===== src/rtl/if_fetch_stage_if.sv =====
// Instruction-memory request bus used by the fetch stage.
// The fetch stage drives the request side (master); the memory answers (slave).
interface if_fetch_stage_if #(
    parameter int ADDR_W = 32,
    parameter int DATA_W = 32
) ();
    logic              imem_req;
    logic [ADDR_W-1:0] imem_addr;
    logic              imem_gnt;
    logic              imem_rvalid;
    logic [DATA_W-1:0] imem_rdata;

    modport master (
        output imem_req,
        output imem_addr,
        input  imem_gnt,
        input  imem_rvalid,
        input  imem_rdata
    );

    modport slave (
        input  imem_req,
        input  imem_addr,
        output imem_gnt,
        output imem_rvalid,
        output imem_rdata
    );
endinterface


===== src/rtl/if_fetch_stage.sv =====
// Instruction-fetch stage: one outstanding imem request at a time, PC advance
// on grant, IF/ID register load with instr/pc/pc+4, one-entry hold buffer for
// ID stalls, and wrong-path discard on flush.
module if_fetch_stage #(
    parameter int                ADDR_W    = 32,
    parameter int                DATA_W    = 32,
    parameter logic [DATA_W-1:0] NOP_INSTR = '0
) (
    input  logic              clk,
    input  logic              rst_n,
    input  logic [ADDR_W-1:0] pc_i,
    output logic              fetch_pc_write_o,
    if_fetch_stage_if.master  bus,
    input  logic              id_stall_i,
    input  logic              flush_i,
    output logic [DATA_W-1:0] if_id_instr_o,
    output logic [ADDR_W-1:0] if_id_pc_o,
    output logic [ADDR_W-1:0] if_id_pc_plus_4_o,
    output logic              if_id_valid_o
);

    typedef enum logic [1:0] {
        IDLE = 2'd0,
        REQ  = 2'd1,
        WAIT = 2'd2,
        HOLD = 2'd3
    } state_t;

    localparam logic [ADDR_W-1:0] INSTR_BYTES = ADDR_W'(4);

    state_t            state_q;
    logic              req_q;
    logic              discard_q;
    logic [ADDR_W-1:0] req_pc_q;
    logic [DATA_W-1:0] hold_instr_q;

    logic [DATA_W-1:0] if_id_instr_q, if_id_instr_d;
    logic [ADDR_W-1:0] if_id_pc_q, if_id_pc_d;
    logic [ADDR_W-1:0] if_id_pc_plus_4_q, if_id_pc_plus_4_d;
    logic              if_id_valid_q, if_id_valid_d;

    logic              grant;
    logic              load_wait;
    logic              load_hold;
    logic [DATA_W-1:0] load_instr;

    // A grant only counts while a request is actually being presented.
    assign grant     = (state_q == REQ) && bus.imem_gnt;
    // Fresh data goes straight to IF/ID unless it is wrong-path or ID is stalled.
    assign load_wait = (state_q == WAIT) && bus.imem_rvalid && !discard_q &&
                       !flush_i && !id_stall_i;
    assign load_hold = (state_q == HOLD) && !flush_i && !id_stall_i;
    assign load_instr = load_hold ? hold_instr_q : bus.imem_rdata;

    // A redirect must always be able to load the PC, even mid-transaction.
    assign fetch_pc_write_o = grant || flush_i;

    assign bus.imem_req  = req_q;
    assign bus.imem_addr = req_q ? pc_i : '0;

    // Fetch control FSM; imem_req is registered alongside the state.
    always_ff @(posedge clk or negedge rst_n) begin
        if (!rst_n) begin
            state_q   <= IDLE;
            req_q     <= 1'b0;
            discard_q <= 1'b0;
        end else begin
            case (state_q)
                IDLE: begin
                    state_q <= REQ;
                    req_q   <= 1'b1;
                end
                REQ: begin
                    if (bus.imem_gnt) begin
                        state_q   <= WAIT;
                        req_q     <= 1'b0;
                        discard_q <= flush_i;
                    end
                end
                WAIT: begin
                    if (bus.imem_rvalid) begin
                        discard_q <= 1'b0;
                        if (discard_q || flush_i || !id_stall_i) begin
                            state_q <= REQ;
                            req_q   <= 1'b1;
                        end else begin
                            state_q <= HOLD;
                        end
                    end else if (flush_i) begin
                        discard_q <= 1'b1;
                    end
                end
                HOLD: begin
                    if (flush_i || !id_stall_i) begin
                        state_q <= REQ;
                        req_q   <= 1'b1;
                    end
                end
                default: begin
                    state_q   <= IDLE;
                    req_q     <= 1'b0;
                    discard_q <= 1'b0;
                end
            endcase
        end
    end

    // Request address and hold buffer; pure data, no reset needed.
    always_ff @(posedge clk) begin
        if (grant) begin
            req_pc_q <= pc_i;
        end
        if ((state_q == WAIT) && bus.imem_rvalid) begin
            hold_instr_q <= bus.imem_rdata;
        end
    end

    // IF/ID next state: flush beats stall beats load beats bubble.
    always_comb begin
        if_id_instr_d     = if_id_instr_q;
        if_id_pc_d        = if_id_pc_q;
        if_id_pc_plus_4_d = if_id_pc_plus_4_q;
        if_id_valid_d     = if_id_valid_q;
        if (flush_i) begin
            if_id_instr_d = NOP_INSTR;
            if_id_valid_d = 1'b0;
        end else if (!id_stall_i) begin
            if (load_wait || load_hold) begin
                if_id_instr_d     = load_instr;
                if_id_pc_d        = req_pc_q;
                if_id_pc_plus_4_d = req_pc_q + INSTR_BYTES;
                if_id_valid_d     = 1'b1;
            end else begin
                if_id_instr_d = NOP_INSTR;
                if_id_valid_d = 1'b0;
            end
        end
    end

    // IF/ID pipeline register.
    always_ff @(posedge clk or negedge rst_n) begin
        if (!rst_n) begin
            if_id_instr_q     <= NOP_INSTR;
            if_id_pc_q        <= '0;
            if_id_pc_plus_4_q <= '0;
            if_id_valid_q     <= 1'b0;
        end else begin
            if_id_instr_q     <= if_id_instr_d;
            if_id_pc_q        <= if_id_pc_d;
            if_id_pc_plus_4_q <= if_id_pc_plus_4_d;
            if_id_valid_q     <= if_id_valid_d;
        end
    end

    assign if_id_instr_o     = if_id_instr_q;
    assign if_id_pc_o        = if_id_pc_q;
    assign if_id_pc_plus_4_o = if_id_pc_plus_4_q;
    assign if_id_valid_o     = if_id_valid_q;

endmodule

===== src/flat_wrapper.sv =====
// flat-port wrapper written by rule: the top's interface ports become plain ports
module if_fetch_stage_flat 
#(
    parameter int                ADDR_W    = 32,
    parameter int                DATA_W    = 32,
    parameter logic [DATA_W-1:0] NOP_INSTR = '0
)
  (clk, rst_n, pc_i, fetch_pc_write_o, id_stall_i, flush_i, if_id_instr_o, if_id_pc_o, if_id_pc_plus_4_o, if_id_valid_o, bus_imem_req, bus_imem_addr, bus_imem_gnt, bus_imem_rvalid, bus_imem_rdata);
  if_fetch_stage_if #(.ADDR_W(ADDR_W), .DATA_W(DATA_W)) bus_i ();
  input  logic clk;
  input  logic rst_n;
  input  logic [ADDR_W-1:0] pc_i;
  output logic fetch_pc_write_o;
  input  logic id_stall_i;
  input  logic flush_i;
  output logic [DATA_W-1:0] if_id_instr_o;
  output logic [ADDR_W-1:0] if_id_pc_o;
  output logic [ADDR_W-1:0] if_id_pc_plus_4_o;
  output logic if_id_valid_o;
  output wire logic [$bits(bus_i.imem_req)-1:0] bus_imem_req;
  output wire logic [$bits(bus_i.imem_addr)-1:0] bus_imem_addr;
  input wire logic [$bits(bus_i.imem_gnt)-1:0] bus_imem_gnt;
  input wire logic [$bits(bus_i.imem_rvalid)-1:0] bus_imem_rvalid;
  input wire logic [$bits(bus_i.imem_rdata)-1:0] bus_imem_rdata;
  assign bus_imem_req = bus_i.imem_req;
  assign bus_imem_addr = bus_i.imem_addr;
  assign bus_i.imem_gnt = bus_imem_gnt;
  assign bus_i.imem_rvalid = bus_imem_rvalid;
  assign bus_i.imem_rdata = bus_imem_rdata;
  if_fetch_stage #(.ADDR_W(ADDR_W), .DATA_W(DATA_W), .NOP_INSTR(NOP_INSTR)) u_core (.clk(clk), .rst_n(rst_n), .pc_i(pc_i), .fetch_pc_write_o(fetch_pc_write_o), .bus(bus_i), .id_stall_i(id_stall_i), .flush_i(flush_i), .if_id_instr_o(if_id_instr_o), .if_id_pc_o(if_id_pc_o), .if_id_pc_plus_4_o(if_id_pc_plus_4_o), .if_id_valid_o(if_id_valid_o));
endmodule

===== config.mk =====
export PLATFORM = sky130hd
export DESIGN_NAME = if_fetch_stage_flat
export DESIGN_NICKNAME = d
export VERILOG_FILES = /design/src/rtl/if_fetch_stage_if.sv /design/src/rtl/if_fetch_stage.sv /design/src/flat_wrapper.sv
export SDC_FILE = /design/constraint.sdc
export NUM_CORES = 1
export LEC_CHECK = 0
export ABC_AREA = 1
export CAP_MARGIN = 20
export CORE_MARGIN = 5
export CORE_UTILIZATION = 45
export DETAILED_ROUTE_END_ITERATION = 8
export MAX_ROUTING_LAYER = met4
export PLACE_DENSITY = 0.86
export SLEW_MARGIN = 10
export SYNTH_ARGS = -nofsm -noshare
export SYNTH_HDL_FRONTEND = slang
export SYNTH_SLANG_ARGS = --single-unit

===== constraint.sdc =====
create_clock -name clk -period 2.25 [get_ports clk]
set_clock_uncertainty 0.15 [all_clocks]
set_input_delay 0.45 -clock clk [delete_from_list [all_inputs] [get_ports clk]]
set_output_delay 0.45 -clock clk [all_outputs]
set_load 0.02 [all_outputs]

==> results of run 1 <==
## cells in the mapped netlist, drive strengths merged
cell,n,share of area
inv,63,0.033
edfxtp,64,0.27
clkinv,1,0.00053
nor2,52,0.029
a21boi,3,0.0032
xor2,5,0.0061
or2,2,0.0018
o21bai,7,0.0074
ha,4,0.0070
clkbuf,22,0.012
o211ai,32,0.034
nand4,10,0.0088
xnor2,3,0.0037
a21oi,15,0.011
nand3,58,0.041
buf,16,0.012
o21a,1,0.0011
nand2,294,0.16
o31ai,2,0.0021
dfrtp,99,0.35
o21ai,21,0.015
## timing repair
action	CTS	global route
gates resized for setup	34	2
hold buffers	1	0
setup endpoints to repair	33	2
hold endpoints to repair	31	0
setup buffers	0	0
pin swaps	0	0
## stage by stage
step / hold WS [ns] / utilization / total power [mW]
after detailed placement: 0.292 / 0.609 / 9.17
after global routing: 0.332 / 0.644 / 12.4
final: 0.304 / 0.644 / 11.8
after CTS: 0.306 / 0.643 / 11.9
after floorplan: 0.00441 / - / 6.71
after global placement: 0.281 / 0.609 / 9.04
## per-layer routing
metal / vias to the layer above / global-route usage / wire, um
li1: 2969 / - / -
met1: 2935 / 0.293 / 8450
met2: 266 / 0.384 / 10300
met3: 49 / 0.0400 / 1230
met4: 0 / 0.0913 / 768
met5: - / - / 0
## power breakdown
part / switching (mW) / internal (mW)
logic: 2.65 / 1.90
clock network: 1.14 / 1.69
registers: 0.517 / 3.95
total: 4.31 / 7.54
## layout make-up
cell class	instances	area (sq um)	area share
Clock inverter	9	105	0.0104
Inverter	64	240	0.0238
Sequential cell	163	4400	0.435
Multi-Input combinational cell	509	2320	0.230
Clock buffer	23	468	0.0463
Timing Repair Buffer	232	2300	0.228
Tap cell	216	270	0.0267
## cell families after synthesis
family                     synth area share
adders and majority gates           0.00702
DFF                                   0.617
xor gates and xnor gates            0.00983
buffers and inverters                0.0572
AOI/OAI and AO/OA                    0.0727
and+or+nand+nor                       0.236
## flip-flops by register name, indices dropped and copies added (netlist names)
register and flops:
u_core.bus.imem_req 1, u_core.hold_instr_q 32, u_core.if_id_pc_o 30, u_core.if_id_instr_o 32, u_core.discard_q 1, u_core.if_id_valid_o 1, u_core.state_q 2, u_core.req_pc_q 32
u_core.if_id_pc_plus_4_o 32
## worst min path at each step
stage,end,slack (ns)
2_1_floorplan,u_core.bus.imem_req$_DFFE_PN0P_,0.004
3_3_place_gp,u_core.if_id_pc_plus_4_o[1]$_DFFE_PN0P_,0.28
3_5_place_dp,u_core.if_id_pc_plus_4_o[1]$_DFFE_PN0P_,0.29
4_1_cts,u_core.if_id_pc_plus_4_o[1]$_DFFE_PN0P_,0.31
5_1_grt,u_core.if_id_pc_plus_4_o[1]$_DFFE_PN0P_,0.33
6_report,u_core.if_id_pc_plus_4_o[1]$_DFFE_PN0P_,0.30
## worst register-to-register path, delay by kind of cell, from the launching register on
| kind | cells | cell delay (ns) |
|---|---|---|
| simple gates | 7 | 1.07 |
| fa+ha+maj | 1 | 0.23 |
| flops | 1 | 0.39 |
==> flow_metrics.py, run 1 <==
metrics = {
    "outcome": {
        "status": "complete, no violations",
    },
    "grt": {
        "antenna_found_initial": 0,
        "groute.usage.overall": 0.234,
        "grt_pass1_vias": 6098,
        "grt_start_max_net_pins": 43,
        "grt_pass1_wl_um": 32500,
        "grt_overflow": 0,
    },
    "placed_design": {
        "place_ws_ns": -0.0362,
        "place_congestion": 0.953,
        "dpl-instance-area_sq_um": 9560,
        "placed_cells": 1183,
        "post-dp-hpwl_um": 14700,
        "numPortBuffers": 200,
    },
    "critical_path": {
        "crit_start": "u_core.state_q[1]$_DFFE_PN0P_",
        "reg2reg_slack_ns": 0.30,
        "critical-path-max-stage-delay_ns": 0.40,
        "start_kind": "register",
        "critical_path.max_fanout": 5,
        "arrival_ns": 1.57,
        "end_kind": "output pin",
        "path_cells": "inv_1, ha_2, nand2_1, nand2_1, clkdlybuf4s15_1",
        "r2r_start": "u_core.req_pc_q[2]$_DFFE_PP_",
        "crit_top_cell": "nand2_1",
        "reg2reg_to": "u_core.if_id_pc_plus_4_o[26]$_DFFE_PN0P_",
        "critical-path-top-delay-family": "flip-flops",
        "critPathKind": "reg -> out",
        "crit_path_end": "fetch_pc_write_o",
        "rr_worst_depth": 8,
        "critical_path_depth": 5,
        "cp.buffers_inverters": 2,
        "cpMaxStageDelayCell": "dfrtp_1",
        "worst-endpoint-required_ns": 1.65,
    },
    "die": {
        "die_width_um": 136,
        "ioPinCount": 201,
        "dieArea_sq_um": 18500,
        "fp-row-count": 46,
        "start_util": 0.454,
        "core_sq_um": 15700,
        "die_h_um": 136,
    },
    "clock_network": {
        "cts_tree": "yes",
        "cts.sinks": 163,
        "clkTransAtPathRegs_ns": 0.06,
        "cts.path.max_buffers": 2,
        "clk-insertion-delay-late_ns": 0.42,
        "htreeDepth": 4,
        "numCtsBuffers": 17,
        "root_buffer": "clkbuf_16",
    },
    "finish": {
        "final_cell_mix": "nand2_1 (293), clkdlybuf4s50_1 (165), dfrtp_1 (99), edfxtp_1 (64), inv_1 (62)",
        "layout_commonest_cell": "nand2_1",
        "fillers": 1212,
        "instances_no_fill": 1216,
        "num-nets-final": 1061,
        "stdcell_area_sq_um": 10100,
        "diodes": 0,
        "syn2layout_area_growth_pct": 41.8,
        "drive_gt1_frac": 0.0680,
    },
    "synthesis": {
        "avgSynthCellArea_sq_um": 9.21,
        "synth.distinct_cells": 29,
        "synth_seq_cells": 163,
        "seq_area_frac_synth": 0.617,
        "syn-cell-area_sq_um": 7130,
        "yosys_warnings": 0,
        "syn_inst": 774,
        "syn_nets": 848,
    },
    "worst_hold_path": {
        "hold_depth": 2,
        "hp-start": "u_core.req_pc_q[1]$_DFFE_PP_",
        "worstHoldPathType": "reg -> reg",
    },
    "drt": {
        "wl_per_cell_um": 17.0,
        "vias": 6219,
        "drc": 0,
        "drtIter0Drc": 673,
        "wl_um": 20700,
        "viasPerCell": 5.11,
        "drtPass1Iterations": 5,
        "final_antenna_net_count": 0,
    },
    "sta": {
        "fin_crit_sh": 0.963,
        "worstMarginPinSlew_ns": 0.486,
        "slew_violations": 0,
        "grt_setup_unrepaired": "false",
        "finalSetupViolations": 0,
        "fin_ws_ns": 0.0828,
        "tns_ns": 0,
        "fmax_mhz": 461,
        "finalHoldViolCount": 0,
        "max_slew_margin": 0.676,
        "finalCriticalPeriod_ns": 2.17,
    },
    "power": {
        "power_density_nw_per_um2": 1170,
        "irDropWorstVdd_mv": 0.735,
        "leakage_nw": 4.55,
    },
    "run": {
        "cap_viol_max_count": 0,
    },
}
Note: power is estimated with default switching activity, not from simulation.
==> inputs of run 2 (changes only) <==
- CAP_MARGIN: 20 -> 0
- GPL_TIMING_DRIVEN: default -> 0
- SKIP_LAST_GASP: default -> 1
==> run 2 against run 1 <==
Non-clock buffer count is 7 higher; critical path type unchanged; largest power group unchanged; via count is 0.45% higher; sequential power hardly changed; die area stayed put.
==> flow_metrics.py, run 2 (same netlist as run 1, synthesis figures left out) <==
metrics = {
    "clock_network": {
        "cts.path.max_buffers": 2,
        "cts_tree": "yes",
        "cts.sinks": 163,
        "root_buffer": "clkbuf_16",
        "clkTransAtPathRegs_ns": 0.06,
        "htreeDepth": 4,
        "numCtsBuffers": 17,
        "post_cts_buffers": 0,
        "clk-insertion-delay-late_ns": 0.43,
    },
    "critical_path": {
        "end_kind": "output pin",
        "crit_top_cell": "nand2_1",
        "worst-endpoint-required_ns": 1.65,
        "arrival_ns": 1.64,
        "critical_path.max_fanout": 5,
        "critical-path-top-delay-family": "flip-flops",
        "path_cells": "inv_1, ha_1, nand2_1, nand2_1, clkdlybuf4s15_2",
        "critical-path-max-stage-delay_ns": 0.39,
        "start_kind": "register",
        "crit_start": "u_core.state_q[1]$_DFFE_PN0P_",
        "critPathKind": "reg -> out",
        "cp.buffers_inverters": 2,
        "cpMaxStageDelayCell": "dfrtp_1",
        "r2r_start": "u_core.state_q[0]$_DFFE_PN0P_",
    },
    "die": {
        "core_sq_um": 15700,
        "die_h_um": 136,
        "dieArea_sq_um": 18500,
        "ioPinCount": 201,
        "start_util": 0.454,
        "fp-row-count": 46,
        "die_width_um": 136,
    },
    "grt": {
        "groute.usage.overall": 0.237,
        "grt_overflow": 0,
        "antenna_found_initial": 0,
        "grt_pass1_wl_um": 32700,
        "grt_start_max_net_pins": 78,
        "grt_pass1_vias": 6271,
    },
    "placed_design": {
        "post-dp-hpwl_um": 15300,
        "placed_cells": 1191,
        "numPortBuffers": 200,
        "place_ws_ns": -0.317,
        "place_congestion": 0.927,
        "dpl-instance-area_sq_um": 9430,
    },
    "sta": {
        "slew_violations": 0,
        "whs_ns": 0.293,
        "grt_setup_unrepaired": "true",
        "finalSetupViolations": 0,
        "fin_ws_ns": 0.0110,
        "fmax_mhz": 447,
        "worstMarginPinSlew_ns": 0.814,
        "fin_crit_sh": 0.995,
        "max_slew_margin": 0.454,
        "finalCriticalPeriod_ns": 2.24,
        "finalHoldViolCount": 0,
    },
    "finish": {
        "stdcell_area_sq_um": 9890,
        "instances_no_fill": 1224,
        "diodes": 0,
        "fillers": 1278,
        "multi_input_area_sq_um": 2330,
        "layout_commonest_cell": "nand2_1",
        "final_cell_mix": "nand2_1 (293), clkdlybuf4s50_1 (166), dfrtp_1 (99), edfxtp_1 (64), inv_1 (60)",
        "num-nets-final": 1069,
        "finish.utilization": 0.629,
        "syn2layout_area_growth_pct": 38.7,
        "drive_gt1_frac": 0.0893,
        "ff_latch_area_sq_um": 4400,
    },
    "drt": {
        "final_antenna_net_count": 0,
        "wl_um": 20900,
        "drc": 0,
        "drtIter0Drc": 543,
        "vias": 6247,
        "viasPerCell": 5.10,
        "wl_per_cell_um": 17.1,
        "drtPass1Iterations": 5,
    },
    "power": {
        "irDropWorstVdd_mv": 0.711,
        "power_density_nw_per_um2": 1190,
        "leakage_nw": 4.38,
    },
    "outcome": {
        "status": "complete, no violations",
    },
    "run": {
        "cap_viol_max_count": 0,
    },
    "worst_hold_path": {
        "worstHoldPathType": "in -> async",
    },
}
==> run 2: cell count changes in the layout (fill, tap and decap cells not counted), moves of 3 or more <==
cell and change:
clkinv_2 +3, clkbuf_2 +29, clkbuf_1 +17, buf_2 +11
buf_4 -20, dlygate4sd2_1 -30, clkbuf_4 +3, buf_12 -8
==> run 2: final cells by class <==
| class | instances | share of cell area |
|---|---|---|
| clock buffer | 22 | 0.0459 |
| inverter | 64 | 0.0251 |
| timing repair inverter | 1 | 0.000506 |
| multi-input combinational | 509 | 0.235 |
| timing repair buffer | 202 | 0.192 |
| buffer | 37 | 0.0181 |
| tap | 216 | 0.0273 |
| clock inverter | 10 | 0.0110 |
| sequential | 163 | 0.445 |
==> run 2: path summary, 6_finish.rpt <==
path / endpoint / slack [ns] / cells past startpoint
setup / recovery: fetch_pc_write_o / 0.01 / 5
hold / removal: u_core.if_id_pc_plus_4_o[0]$_DFFE_PN0P_ / 0.29 / 2
setup reg to reg: u_core.hold_instr_q[11]$_DFFE_PN_ / 0.02 / 4
hold reg to reg: u_core.if_id_pc_plus_4_o[1]$_DFFE_PN0P_ / 0.32 / 2
max in group asynchronous: u_core.if_id_instr_o[1]$_DFFE_PN0P_ / 0.97 / 3
min in group clk: u_core.if_id_pc_plus_4_o[1]$_DFFE_PN0P_ / 0.32 / 2
==> run 2: timing repair <==
action	CTS	global route
resized for setup	66	41
hold endpoints to repair	22	0
hold buffers	1	0
cloned	0	1
setup endpoints to repair	97	34
==> run 2: power breakdown <==
| part | internal (mW) | switching [mW] | total, mW |
|---|---|---|---|
| sequential | 3.96 | 0.502 | 4.46 |
| combinational | 1.82 | 2.68 | 4.50 |
| clock | 1.65 | 1.13 | 2.79 |
| total | 7.43 | 4.31 | 11.7 |
==> run 2: stage by stage <==
step,total power [mW],TNS (ns)
finish,11.7,0
global placement,8.97,-346.05
floorplan,6.71,0
global route,12.3,-2.10
detailed placement,9.10,-32.42
CTS,11.8,-0.0333
==> run 2: per-layer routing <==
layer	vias to the layer above	wire [um]	global-route usage
met5	-	0	-
met4	0	924	0.112
li1	2970	-	-
met3	60	1340	0.0452
met1	2944	8480	0.298
met2	273	10200	0.375
==> inputs of run 3 (changes only) <==
- ABC_AREA: 1 -> 0
- PLACE_DENSITY: 0.86 -> 0.87
==> run 3 against run 2 <==
Sequential share of layout area fell by 0.70 points; worst hold slack improved by 0.0087 ns; maximum frequency down 0.93%; non-clock buffer count up 42; register-to-register slack lost 0.02 ns; die area decreased by 5.8%; synthesized area shrank 6.2%; sequential cell count unchanged; the run now ends with setup timing left.
==> flow_metrics.py, run 3 <==
metrics = {
    "outcome": {
        "status": "finished, violations left",
        "violations": "setup timing",
    },
    "drt": {
        "drtIter0Drc": 723,
        "final_antenna_net_count": 0,
        "vias": 5867,
        "wl_per_cell_um": 20.4,
        "drtPass1Iterations": 6,
        "wl_um": 21300,
        "drc": 0,
        "viasPerCell": 5.63,
    },
    "finish": {
        "num-nets-final": 919,
        "syn2layout_area_growth_pct": 50.3,
        "layout_commonest_cell": "clkdlybuf4s50_1",
        "finish.utilization": 0.691,
        "final_cell_mix": "clkdlybuf4s50_1 (165), nand2_1 (129), dfrtp_1 (98), edfxtp_1 (64), buf_4 (48)",
        "stdcell_area_sq_um": 10000,
        "drive_gt1_frac": 0.181,
    },
    "grt": {
        "grt_overflow": 0,
        "grt_pass1_vias": 5663,
        "grt_start_max_net_pins": 62,
        "groute.usage.overall": 0.239,
        "grt_pass1_wl_um": 31600,
        "antenna_found_initial": 1,
    },
    "placed_design": {
        "place_congestion": 0.850,
        "numPortBuffers": 200,
        "post-dp-hpwl_um": 13800,
        "dpl-instance-area_sq_um": 8960,
        "place_ws_ns": -1.08,
    },
    "critical_path": {
        "critical_path.max_fanout": 5,
        "rr_worst_depth": 5,
        "arrival_ns": 1.66,
        "start_kind": "register",
        "end_kind": "output pin",
        "reg2reg_to": "u_core.if_id_pc_plus_4_o[30]$_DFFE_PN0P_",
        "critPathKind": "reg -> out",
        "reg2reg_slack_ns": 0,
        "worst-endpoint-required_ns": 1.65,
        "crit_start": "u_core.state_q[1]$_DFFE_PN0P_",
        "r2r_start": "u_core.req_pc_q[2]$_DFFE_PP_",
        "crit_path_end": "fetch_pc_write_o",
    },
    "clock_network": {
        "numCtsBuffers": 17,
        "clk-insertion-delay-late_ns": 0.43,
        "clkTransAtPathRegs_ns": 0.06,
        "cts_tree": "yes",
        "cts.sinks": 163,
        "root_buffer": "clkbuf_16",
        "cts.path.max_buffers": 2,
        "htreeDepth": 4,
    },
    "die": {
        "ioPinCount": 201,
        "start_util": 0.460,
        "core_sq_um": 14500,
        "fp-row-count": 44,
        "die_width_um": 132,
        "die_h_um": 132,
        "dieArea_sq_um": 17400,
    },
    "run": {
        "cap_viol_max_count": 0,
    },
    "synthesis": {
        "synth_seq_cells": 163,
        "yosys_warnings": 0,
        "synth_common_cells": "nand2_1 (129), dfrtp_1 (99), edfxtp_1 (64)",
        "synth.largest_area_cell": "dfrtp_1",
        "avgSynthCellArea_sq_um": 11.6,
        "yosysTopAreaCellShare": 0.371,
        "async_flop_share": 0.607,
        "post-synth-top-count-cell": "nand2_1",
        "syn_nets": 652,
        "syn_inst": 578,
        "synth.distinct_cells": 42,
        "synth_edf_count": 64,
        "ys.flop_type": "dfrtp_1",
        "syn-cell-area_sq_um": 6680,
        "seq_area_frac_synth": 0.658,
        "synth.area.top_cells": "dfrtp_1 (37%), edfxtp_1 (29%), nand2_1 (7.2%)",
    },
    "power": {
        "power_density_nw_per_um2": 1180,
        "irDropWorstVdd_mv": 0.650,
        "leakage_nw": 4.42,
    },
    "sta": {
        "grt_setup_unrepaired": "true",
        "finalHoldViolCount": 0,
        "finalCriticalPeriod_ns": 2.26,
        "tns_ns": -0.00997,
        "slew_violations": 0,
        "fmax_mhz": 442,
        "fin_ws_ns": -0.00997,
        "max_slew_margin": 0.654,
        "worstMarginPinSlew_ns": 0.519,
        "fin_crit_sh": 1.00,
        "finalSetupViolations": 1,
    },
    "worst_hold_path": {
        "worstHoldPathType": "reg -> reg",
    },
}
run 3: changes by cell type after synthesis, sizes merged, moves of 9 or more:
cell / delta
a21oi: -13
a222oi: +32
a31oi: +9
and2: +34
buf: -13
clkbuf: +9
inv: -26
nand2: -165
nand3: -44
nor2: -35
o211ai: -26
or4: +18
run 3: logic make-up after synthesis:
| family | synth area share |
|---|---|
| AOI/OAI and AO/OA | 0.0928 |
| and+or+nand+nor | 0.180 |
| buffers and inverters | 0.0412 |
| DFF | 0.658 |
| xor gates and xnor gates | 0.0183 |
| adders and majority gates | 0.00749 |
| muxes | 0.00168 |
run 3: worst max-delay path: stages, from the launching register on:
cell      delay, ns
dfrtp_1        0.38
inv_1          0.06
ha_2           0.21
and2_4         0.17
or2_2          0.26
clkbuf_2       0.16
run 3: final cells by class:
cell class,instances,area [sq um]
multi-input cells,345,2130
flip-flops and latches,163,4400
inverters,37,141
repair buffers,251,2310
fillers,1060,4490
plain buffers,30,213
diodes,1,2.50
clock inverters,12,181
well taps,184,230
clock buffers,20,437
run 3: where the power goes:
part	internal, mW	switching [mW]
clock	1.86	1.20
sequential	3.90	0.547
combinational	2.02	2.37
total	7.78	4.11
run 3: repair_timing:
item,in CTS,in global routing
setup buffers,21,27
endpoints found under the setup margin,129,78
cloned,2,0
pin swaps,7,10
hold endpoints to repair,38,0
gates resized for setup,80,71
hold buffers,1,0
run 3: worst min-delay path by stage:
| stage | depth (start not counted) | start | end |
|---|---|---|---|
| after floorplan | 0 | rst_n | u_core.bus.imem_req$_DFFE_PN0P_ |
| after global placement | 2 | u_core.req_pc_q[0]$_DFFE_PP_ | u_core.if_id_pc_plus_4_o[0]$_DFFE_PN0P_ |
| after detailed placement | 1 | rst_n | u_core.if_id_instr_o[16]$_DFFE_PN0P_ |
| after CTS | 2 | u_core.req_pc_q[0]$_DFFE_PP_ | u_core.if_id_pc_plus_4_o[0]$_DFFE_PN0P_ |
| after global routing | 2 | u_core.req_pc_q[0]$_DFFE_PP_ | u_core.if_id_pc_plus_4_o[0]$_DFFE_PN0P_ |
| final | 2 | u_core.req_pc_q[0]$_DFFE_PP_ | u_core.if_id_pc_plus_4_o[0]$_DFFE_PN0P_ |
run 3: routing by layer:
metal,part of all wire,vias to the layer above,GRT usage
li1,-,2601,-
met1,0.38,2853,0.300
met2,0.51,339,0.375
met3,0.071,74,0.0534
met4,0.042,0,0.0989
met5,0,-,-
run 3: metrics by stage:
stage	cells	power, mW	hold WS (ns)
final	1043	11.9	0.302
after global routing	1043	12.4	0.329
after CTS	1016	11.7	0.305
after detailed placement	963	8.53	0.232
after global placement	962	8.40	0.275
after floorplan	578	6.33	0.00441
